[src/rtl/ingress_ram_writer.sv]
// ============================================================================
// Module   : ingress_ram_writer
// Purpose  : Per-port ingress stage: valid/ready word streams into input RAMs,
//            publishing committed write pointers and a scheduler enable.
// Revision : 1.0 - initial release
// ============================================================================
`default_nettype none

module ingress_ram_writer #(
  parameter int NUM_PORTS = 3,
  parameter int DATA_W    = 32,
  parameter int ADDR_W    = 12
) (
  input  logic                          clk,
  input  logic                          rst_n,
  input  logic                          restart_i,
  input  logic [NUM_PORTS-1:0]          in_valid_i,
  input  logic [NUM_PORTS*DATA_W-1:0]   in_data_i,
  input  logic [NUM_PORTS-1:0]          in_last_i,
  output logic [NUM_PORTS-1:0]          in_ready_o,
  output logic [NUM_PORTS-1:0]          ram_wren_o,
  output logic [NUM_PORTS*ADDR_W-1:0]   ram_wr_add_o,
  output logic [NUM_PORTS*DATA_W-1:0]   ram_wr_data_o,
  output logic [NUM_PORTS*ADDR_W-1:0]   wr_add_o,
  output logic [NUM_PORTS-1:0]          overflow_o,
  output logic                          sched_enable_o
);

  localparam logic [1:0]        ST_FILL = 2'd0;
  localparam logic [1:0]        ST_DONE = 2'd1;
  localparam logic [1:0]        ST_FULL = 2'd2;
  localparam logic [ADDR_W-1:0] CAP     = '1;

  // Holds in_ready low while reset is asserted and until the first edge after.
  logic                 alive_q;
  logic                 sched_q;
  logic                 sched_d;
  logic [NUM_PORTS-1:0] port_fill;

  always_ff @(posedge clk or negedge rst_n) begin
    if (!rst_n) begin
      alive_q <= 1'b0;
      sched_q <= 1'b0;
    end else begin
      alive_q <= 1'b1;
      sched_q <= sched_d;
    end
  end

  always_comb begin
    sched_d = sched_q | ~(|port_fill);
    if (restart_i) begin
      sched_d = 1'b0;
    end
  end

  assign sched_enable_o = sched_q;

  for (genvar p = 0; p < NUM_PORTS; p++) begin : g_port
    logic [1:0]        state_q;
    logic [1:0]        state_d;
    logic [ADDR_W-1:0] wr_add_q;
    logic [ADDR_W-1:0] wr_add_d;
    logic              ovf_q;
    logic              ovf_d;
    logic              wren_q;
    logic [ADDR_W-1:0] ram_add_q;
    logic [DATA_W-1:0] ram_data_q;
    logic              ready;
    logic              accept;

    // State register plus the one-cycle RAM write pipeline.
    always_ff @(posedge clk or negedge rst_n) begin
      if (!rst_n) begin
        state_q    <= ST_FILL;
        wr_add_q   <= '0;
        ovf_q      <= 1'b0;
        wren_q     <= 1'b0;
        ram_add_q  <= '0;
        ram_data_q <= '0;
      end else begin
        state_q  <= state_d;
        wr_add_q <= wr_add_d;
        ovf_q    <= ovf_d;
        wren_q   <= accept;
        if (accept) begin
          ram_add_q  <= wr_add_q;
          ram_data_q <= in_data_i[p*DATA_W +: DATA_W];
        end
      end
    end

    // A write accepted alongside restart still reaches the RAM but is not counted.
    always_comb begin
      state_d  = state_q;
      wr_add_d = wr_add_q;
      ovf_d    = ovf_q;
      if (restart_i) begin
        state_d  = ST_FILL;
        wr_add_d = '0;
        ovf_d    = 1'b0;
      end else begin
        case (state_q)
          ST_FILL: begin
            if (accept) begin
              wr_add_d = wr_add_q + 1'b1;
              if (in_last_i[p]) begin
                state_d = ST_DONE;
              end else if ((wr_add_q + 1'b1) == CAP) begin
                state_d = ST_FULL;
              end
            end
          end
          ST_FULL: begin
            if (in_valid_i[p]) begin
              ovf_d = 1'b1;
            end
          end
          default: ;
        endcase
      end
    end

    always_comb begin
      ready        = alive_q & (state_q == ST_FILL) & (wr_add_q != CAP);
      accept       = in_valid_i[p] & ready;
      port_fill[p] = (state_q == ST_FILL);
    end

    assign in_ready_o[p]                       = ready;
    assign ram_wren_o[p]                       = wren_q;
    assign ram_wr_add_o[p*ADDR_W +: ADDR_W]    = ram_add_q;
    assign ram_wr_data_o[p*DATA_W +: DATA_W]   = ram_data_q;
    assign wr_add_o[p*ADDR_W +: ADDR_W]        = wr_add_q;
    assign overflow_o[p]                       = ovf_q;
  end

endmodule

`default_nettype wire

[config.mk]
export PLATFORM = sky130hd
export DESIGN_NAME = ingress_ram_writer
export DESIGN_NICKNAME = d
export VERILOG_FILES = /design/src/rtl/ingress_ram_writer.sv
export SDC_FILE = /design/constraint.sdc
export NUM_CORES = 1
export LEC_CHECK = 0
export BUFFER_PORTS_ARGS = -buffer_cell sky130_fd_sc_hd__buf_2
export CAP_MARGIN = 20
export CORE_MARGIN = 2
export CORE_UTILIZATION = 48
export CTS_BUF_LIST = sky130_fd_sc_hd__clkbuf_4
export CTS_CLUSTER_DIAMETER = 50
export DETAILED_ROUTE_END_ITERATION = 6
export PLACE_DENSITY_LB_ADDON = 0.15
export SLEW_MARGIN = 20
export SYNTH_ARGS = -nofsm -noshare
export SYNTH_HDL_FRONTEND = slang
export SYNTH_SLANG_ARGS = --single-unit
[constraint.sdc]
create_clock -name clk -period 2.25 [get_ports clk]
set_input_delay 0.1125 -clock clk [delete_from_list [all_inputs] [get_ports clk]]
set_output_delay 0.1125 -clock clk [all_outputs]
set_load 0.03 [all_outputs]
==> metrics, run 1 <==
H-tree levels=4; maximum clock insertion buffer count=2; first-pass GRT wire length=35000 um; area delta synth->final=37.6%; largest net degree at the start of global routing=70; DIE AREA=17700 sq um; die height=~130 um; wire length on met1=9420 um; dpl ws=170 ps; CP Launch Type=flop; maxcap violations=0; share of cells above drive strength 1=28.2%; Die X=133 um; gr ovfl total=0; Leakage=5.97 nW; fin nets=1375; clock skew=between 20 and 25 ps; Rel. slew slack=a little over three fifths; DP Area=roughly 9600 sq um; Tmin final=2120 ps; met2 wire len=10200 um; Synthesized Nets=999; GP Congestion=about 0.84; vias in the first global route=7003; number of synthesized flops with an enable pin=0; Async S/R FF share, synth=100%; post-route design area=between 10000 and 15000 sq um; fin worst setup slack=134 ps; Worst VDD drop=0.389 mV; area of the core=16400 sq um; Post-Route WL=21500 um; synth unique cells=53; pwr dens=673 nW/um^2; Max Clk Rate=473 MHz; Clk Latency, worst-skew pair=550 ps; CP Max Fanout=5; count of input and output buffers=between 200 and 300; Sum Neg Setup Slack=0 ps; clock buffer count from CTS=17; xor/xnor share of the synthesized area=between 3 and 4%; Hold Vio Cnt, Final=0; DRC=0; WL/cell=14.4 um; prevailing post-synth register cell=dfrtp_1; register area share after synthesis=57.1%; met3 routed WL=1490 um; largest family of logic cells by synthesized area=simple AND/OR/NAND/NOR gates; Synth Area in Adders=1.41%; # rows=between 40 and 50; clk sink count=182; R2R Path End=g_port[0].state_q[1]; synth warn=0; Final Slew Violations=0; Total Power=0.00738 W; Post-Syn Instances=slightly below 900; IO Pins=283; CP endpoint kind=primary output; Final Setup Violations=0; vias per inst=4.84; multiplexer share of the synthesized area=0%; dpl hpwl=13600 um; Top Layer Used=met4; simple-gate area share of the yosys netlist=27.6%; Routed Antenna Nets=0; post-synthesis compound-gate area fraction=5.42%; R2R Path Start=g_port[0].wr_add_q[0]; Synth Register Bits=182; FF-to-FF path depth=7; Critical Path Start=g_port[1].wr_add_q[0]; DRT Pass-1 Iters=4; Clock Tree Root=clkbuf_4; hold slack=113 ps; Iteration-0 DRC Markers=341; average size of a mapped cell=~9.0 sq um; Hold Path Class=in2async; WP data required=2140 ps; worst-margin pin slew=approximately 560 ps; initial antenna violation count=1; crit path kind=reg2out; All-Layer GR Usage=24.6%; Crit path arrival time=2000 ps; number of setup buffers added after CTS=0; CTS tree=done; reg2reg setup slack=160 ps; via count=approximately 7200; CTS clk-pin slew, worst paths=140 ps; Final Cycle Share=94.1%; outcome=completed; initial core utilization=48.6%; Synth Cell Area=7970 sq um; RSZ-0062 raised after global routing=false
-- cells by family after synthesis --
family,count (synthesis)
xor gates and xnor gates,33
other,1
and+or+nand+nor,530
buffers and inverters,74
adders and majority gates,9
DFF,182
AOI/OAI and AO/OA,56
-- state kept, by name (all words and copies together) (netlist names) --
register,cells
g_port.wren_q,3
g_port.ram_add_q,36
sched_enable_o,1
g_port.ovf_q,3
alive_q,1
g_port.ram_data_q,96
g_port.wr_add_q,36
g_port.state_q,6
-- layout by cell type, fill, tap and decap left out, types with 15 or more instances in the layout --
master and count:
o21ai_0 15, dfrtp_1 178, buf_4 24, xnor2_1 16
nand2_1 407, dlygate4sd3_1 104, nor2_1 50, xor2_1 17
nand3_1 16, clkbuf_4 18, buf_2 281
-- metrics by stage --
stage,util [%],std cells
3_5_place_dp,58.6,1358
4_1_cts,66.8,1494
3_3_place_gp,58.6,1358
5_1_grt,66.8,1495
2_1_floorplan,-,885
6_report,66.8,1495
-- worst max path at each step --
| stage | cells past startpoint | endpoint |
|---|---|---|
| floorplan | 8 | g_port[0].ram_add_q[11] |
| CTS | 4 | in_ready_o[1] |
| detailed placement | 6 | g_port[0].ram_add_q[0] |
| finish | 4 | in_ready_o[1] |
| global placement | 6 | g_port[0].ram_add_q[0] |
| global route | 3 | in_ready_o[1] |
-- critical path, stage by stage (launching register included) --
cell and delay [ps]:
dfrtp_1 450, ha_1 210, nand3_1 190, o311a_1 430
buf_2 190
-- metal layers --
layer / track usage (%) / vias up
li1: - / 3571
met2: 39.7 / 279
met5: 0 / -
met3: 6.21 / 33
met1: 33.1 / 3358
met4: 7.23 / 0
-- cells in the mapped netlist, types with 2 or more instances --
library cell  number  area [sq um]
a211oi_1           3          22.5
a21oi_1           10          50.1
a221oi_1           2          17.5
a221oi_2           2          30.0
a31oi_1            5          31.3
and3_1             5          31.3
and4_1             4          35.0
and4bb_2           2          25.0
buf_2             22           110
buf_4             16           120
buf_6              2          22.5
clkbuf_1          17          63.8
dfrtp_1          182          4550
ha_1               9           113
inv_1             13          48.8
inv_2              3          11.3
nand2_1          407          1530
nand3_1           16          80.1
nand3b_1           3          22.5
nand4_1           12          75.1
nand4_2            2          25.0
nor2_1            50           188
nor3_1             6          30.0
nor4_1             7          43.8
nor4b_1            2          17.5
o2111ai_1          3          26.3
o21ai_0           15          75.1
o311a_1            2          20.0
o31ai_1            2          15.0
or3_1              7          43.8
xnor2_1           16           140
xor2_1            17           149
-- final cells by class --
type                    count  area [sq um]
diodes                      1          2.50
clock buffers              18           135
clock inverters            14           156
fillers                  1303          5440
inverters                  16          60.1
multi-input cells         629          3040
flip-flops and latches    182          4560
well taps                 220           275
repair buffers            415          2730
-- repair_timing --
action / CTS / global route
hold buffers: 104 / 0
endpoints found under the setup margin: 0 / 9
resized for setup: 0 / 5
endpoints found under the hold margin: 262 / 0
-- where the power goes --
| group | leakage, nW | internal, W | switching [W] |
|---|---|---|---|
| Combinational | 3.44 | 0.000572 | 0.00119 |
| Clock | 0.163 | 0.000778 | 0.00110 |
| Sequential | 2.37 | 0.00357 | 0.000168 |
No activity file was read; power rests on OpenSTA's default activity.
==> run 2: changes to the inputs <==
==> constraint.sdc (replaced) <==
create_clock -name clk -period 2.4 [get_ports clk]
set_input_delay 0.12 -clock clk [delete_from_list [all_inputs] [get_ports clk]]
set_output_delay 0.12 -clock clk [all_outputs]
set_load 0.03 [all_outputs]
==> run 2 against run 1 <==
Effect of this change: clock power is 12% lower; cell count is 0.54% lower; non-clock buffer count is 8 lower; critical endpoint is now in_ready_o[2]; utilization is 0.56 points lower; largest cell class unchanged; sequential power is 6.1% lower; critical path depth stayed put; die area stayed put.
==> metrics, run 2 (synthesized netlist as in run 1, its figures left out) <==
outcome=completed; WP data required=approximately 2300 ps; dpl hpwl=roughly 14000 um; clock skew=19.6 ps; CP Launch Type=flop; Critical Path Start=g_port[2].wr_add_q[0]; met2 Usage GRT=38.9%; area of the core=16400 sq um; Post-Route Utilization=66.3%; WL/cell=roughly 14 um; DRC=0; clock buffer count from CTS=17; Sum Neg Setup Slack=0 ps; GP Congestion=0.824; crit-path leading delay family=flip-flops; Final Slew Violations=0; number of fillers in the final layout=1339; count of input and output buffers=282; busiest grt layer=met2; area delta synth->final=36.4%; # rows=47; biggest regs=g_port.ram_data_q x96, g_port.ram_add_q x36, g_port.wr_add_q x36; R2R Path Start=g_port[0].wr_add_q[1]; GR Util met3=5.71%; crit path kind=reg2out; vias per inst=~4.9; Post-Route WL=between 20000 and 25000 um; grt met1 use=33.5%; CP max stage cell=dfrtp_2; RSZ-0062 raised after global routing=false; Clk Latency, worst-skew pair=between 500 and 600 ps; via count=about 7200; maxcap violations=0; Routed Antenna Nets=0; Leakage=5.90 nW; Largest Register=g_port.ram_data_q; initial antenna violation count=1; Internal=roughly 0.0044 W; clk sink count=182; power share of the combinational group=24.2%; Clock Power Share=24.2%; Hold Vio Cnt, Final=0; All-Layer GR Usage=24.4%; Crit path arrival time=2080 ps; Largest register FFs=96; Die X=133 um; vias in the first global route=approximately 7000; IO Pins=283; first-pass GRT wire length=between 30000 and 40000 um; CTS tree=done; share of cells above drive strength 1=27.7%; FF-to-FF path depth=7; Max Clk Rate=approximately 450 MHz; Stages on worst setup path=4; Iteration-0 DRC Markers=approximately 420; pwr dens=625 nW/um^2; DRT Pass-1 Iters=5; CP Max Fanout=7; sequential power share=51.6%; H-tree levels=4; CTS clk-pin slew, worst paths=roughly 160 ps; commonest non-fill, non-tap cells in the layout=nand2_1, buf_2, dfrtp_1; Tmin final=between 2000 and 2500 ps; Final Setup Violations=0; gr ovfl total=0; Worst VDD drop=0.413 mV; commonest non-fill, non-tap cell in the layout=nand2_1; Sw Pwr=0.00238 W; die height=133 um; Worst setup endpoint=in_ready_o[2]; initial core utilization=48.6%; Final Cycle Share=91.8%; worst-path cell chain=ha_1 -> nand3_1 -> o311a_1 -> buf_2; Crit path largest cell delay=470 ps; maximum clock insertion buffer count=2; CP endpoint kind=primary output; switching share of power=35.0%; fin nets=1367; Clock Tree Root=clkbuf_4; number of setup buffers added after CTS=0; crit path buf inv count=1; R2R Path End=g_port[0].ram_data_q[2]; DIE AREA=17700 sq um; reg2reg setup slack=230 ps; largest net degree at the start of global routing=between 60 and 70; Hold Path Class=in2async
run 2: cell types whose count changed in the layout (fill, tap and decap cells not counted), moves of 2 or more:
cell	before	now
buf_4	24	17
clkinv_2	4	0
clkinvlp_4	0	3
bufinv_16	3	1
dfrtp_1	178	180
dfrtp_2	4	2
inv_6	3	5
inv_8	0	2
run 2: layout make-up:
cell class                 instances  area [sq um]  area share (%)
sequential                       182          4560            41.9
multi-input combinational        629          3050            28.0
timing repair buffer             407          2660            24.5
tap                              220           275            2.53
clock inverter                    15           144            1.32
clock buffer                      17           128            1.17
inverter                          16          60.1           0.552
antenna                            1          2.50          0.0230
run 2: routing by layer:
metal / share of wire [%] / routed length [um] / vias to the layer above
met3: 6.2 / 1320 / 26
met1: 44 / 9470 / 3418
met2: 48 / 10100 / 239
li1: - / - / 3549
met5: 0 / 0 / -
met4: 1.8 / 384 / 0
run 2: worst min path at each step:
| stage | from | end | slack (ps) | depth (start not counted) |
|---|---|---|---|---|
| after global placement | rst_n | g_port[1].ram_data_q[14] | 120 | 1 |
| after detailed placement | rst_n | g_port[1].ram_data_q[3] | 120 | 1 |
| after floorplan | rst_n | alive_q | -180 | 0 |
| after global routing | rst_n | g_port[1].ram_data_q[3] | 40 | 2 |
| final | rst_n | g_port[1].ram_data_q[14] | 50 | 2 |
| after CTS | rst_n | g_port[1].ram_data_q[3] | 30 | 2 |
run 2: repair_timing:
action,CTS,global route
endpoints found under the setup margin,0,23
gates resized for setup,0,4
hold buffers,104,0
endpoints found under the hold margin,296,0
run 2: metrics by stage:
step,cells,setup WS (ps),cell area [sq um],hold slack [ps],total power (W)
after floorplan,885,250,7970,-176,0.00451
after global placement,1350,254,9550,122,0.00505
after detailed placement,1350,206,9550,118,0.00507
after CTS,1486,64.6,10900,26.4,0.00685
after global routing,1487,29.7,10900,35.5,0.00718
final,1487,196,10900,50.4,0.00680
run 2: power groups by stage:
stage	combinational (W)	clock, W	sequential, W
after detailed placement	0.00151	0	0.00355
after floorplan	0.000392	0	0.00412
after CTS	0.00164	0.00170	0.00350
after global placement	0.00149	0	0.00355
after global routing	0.00178	0.00186	0.00354
final	0.00164	0.00165	0.00351
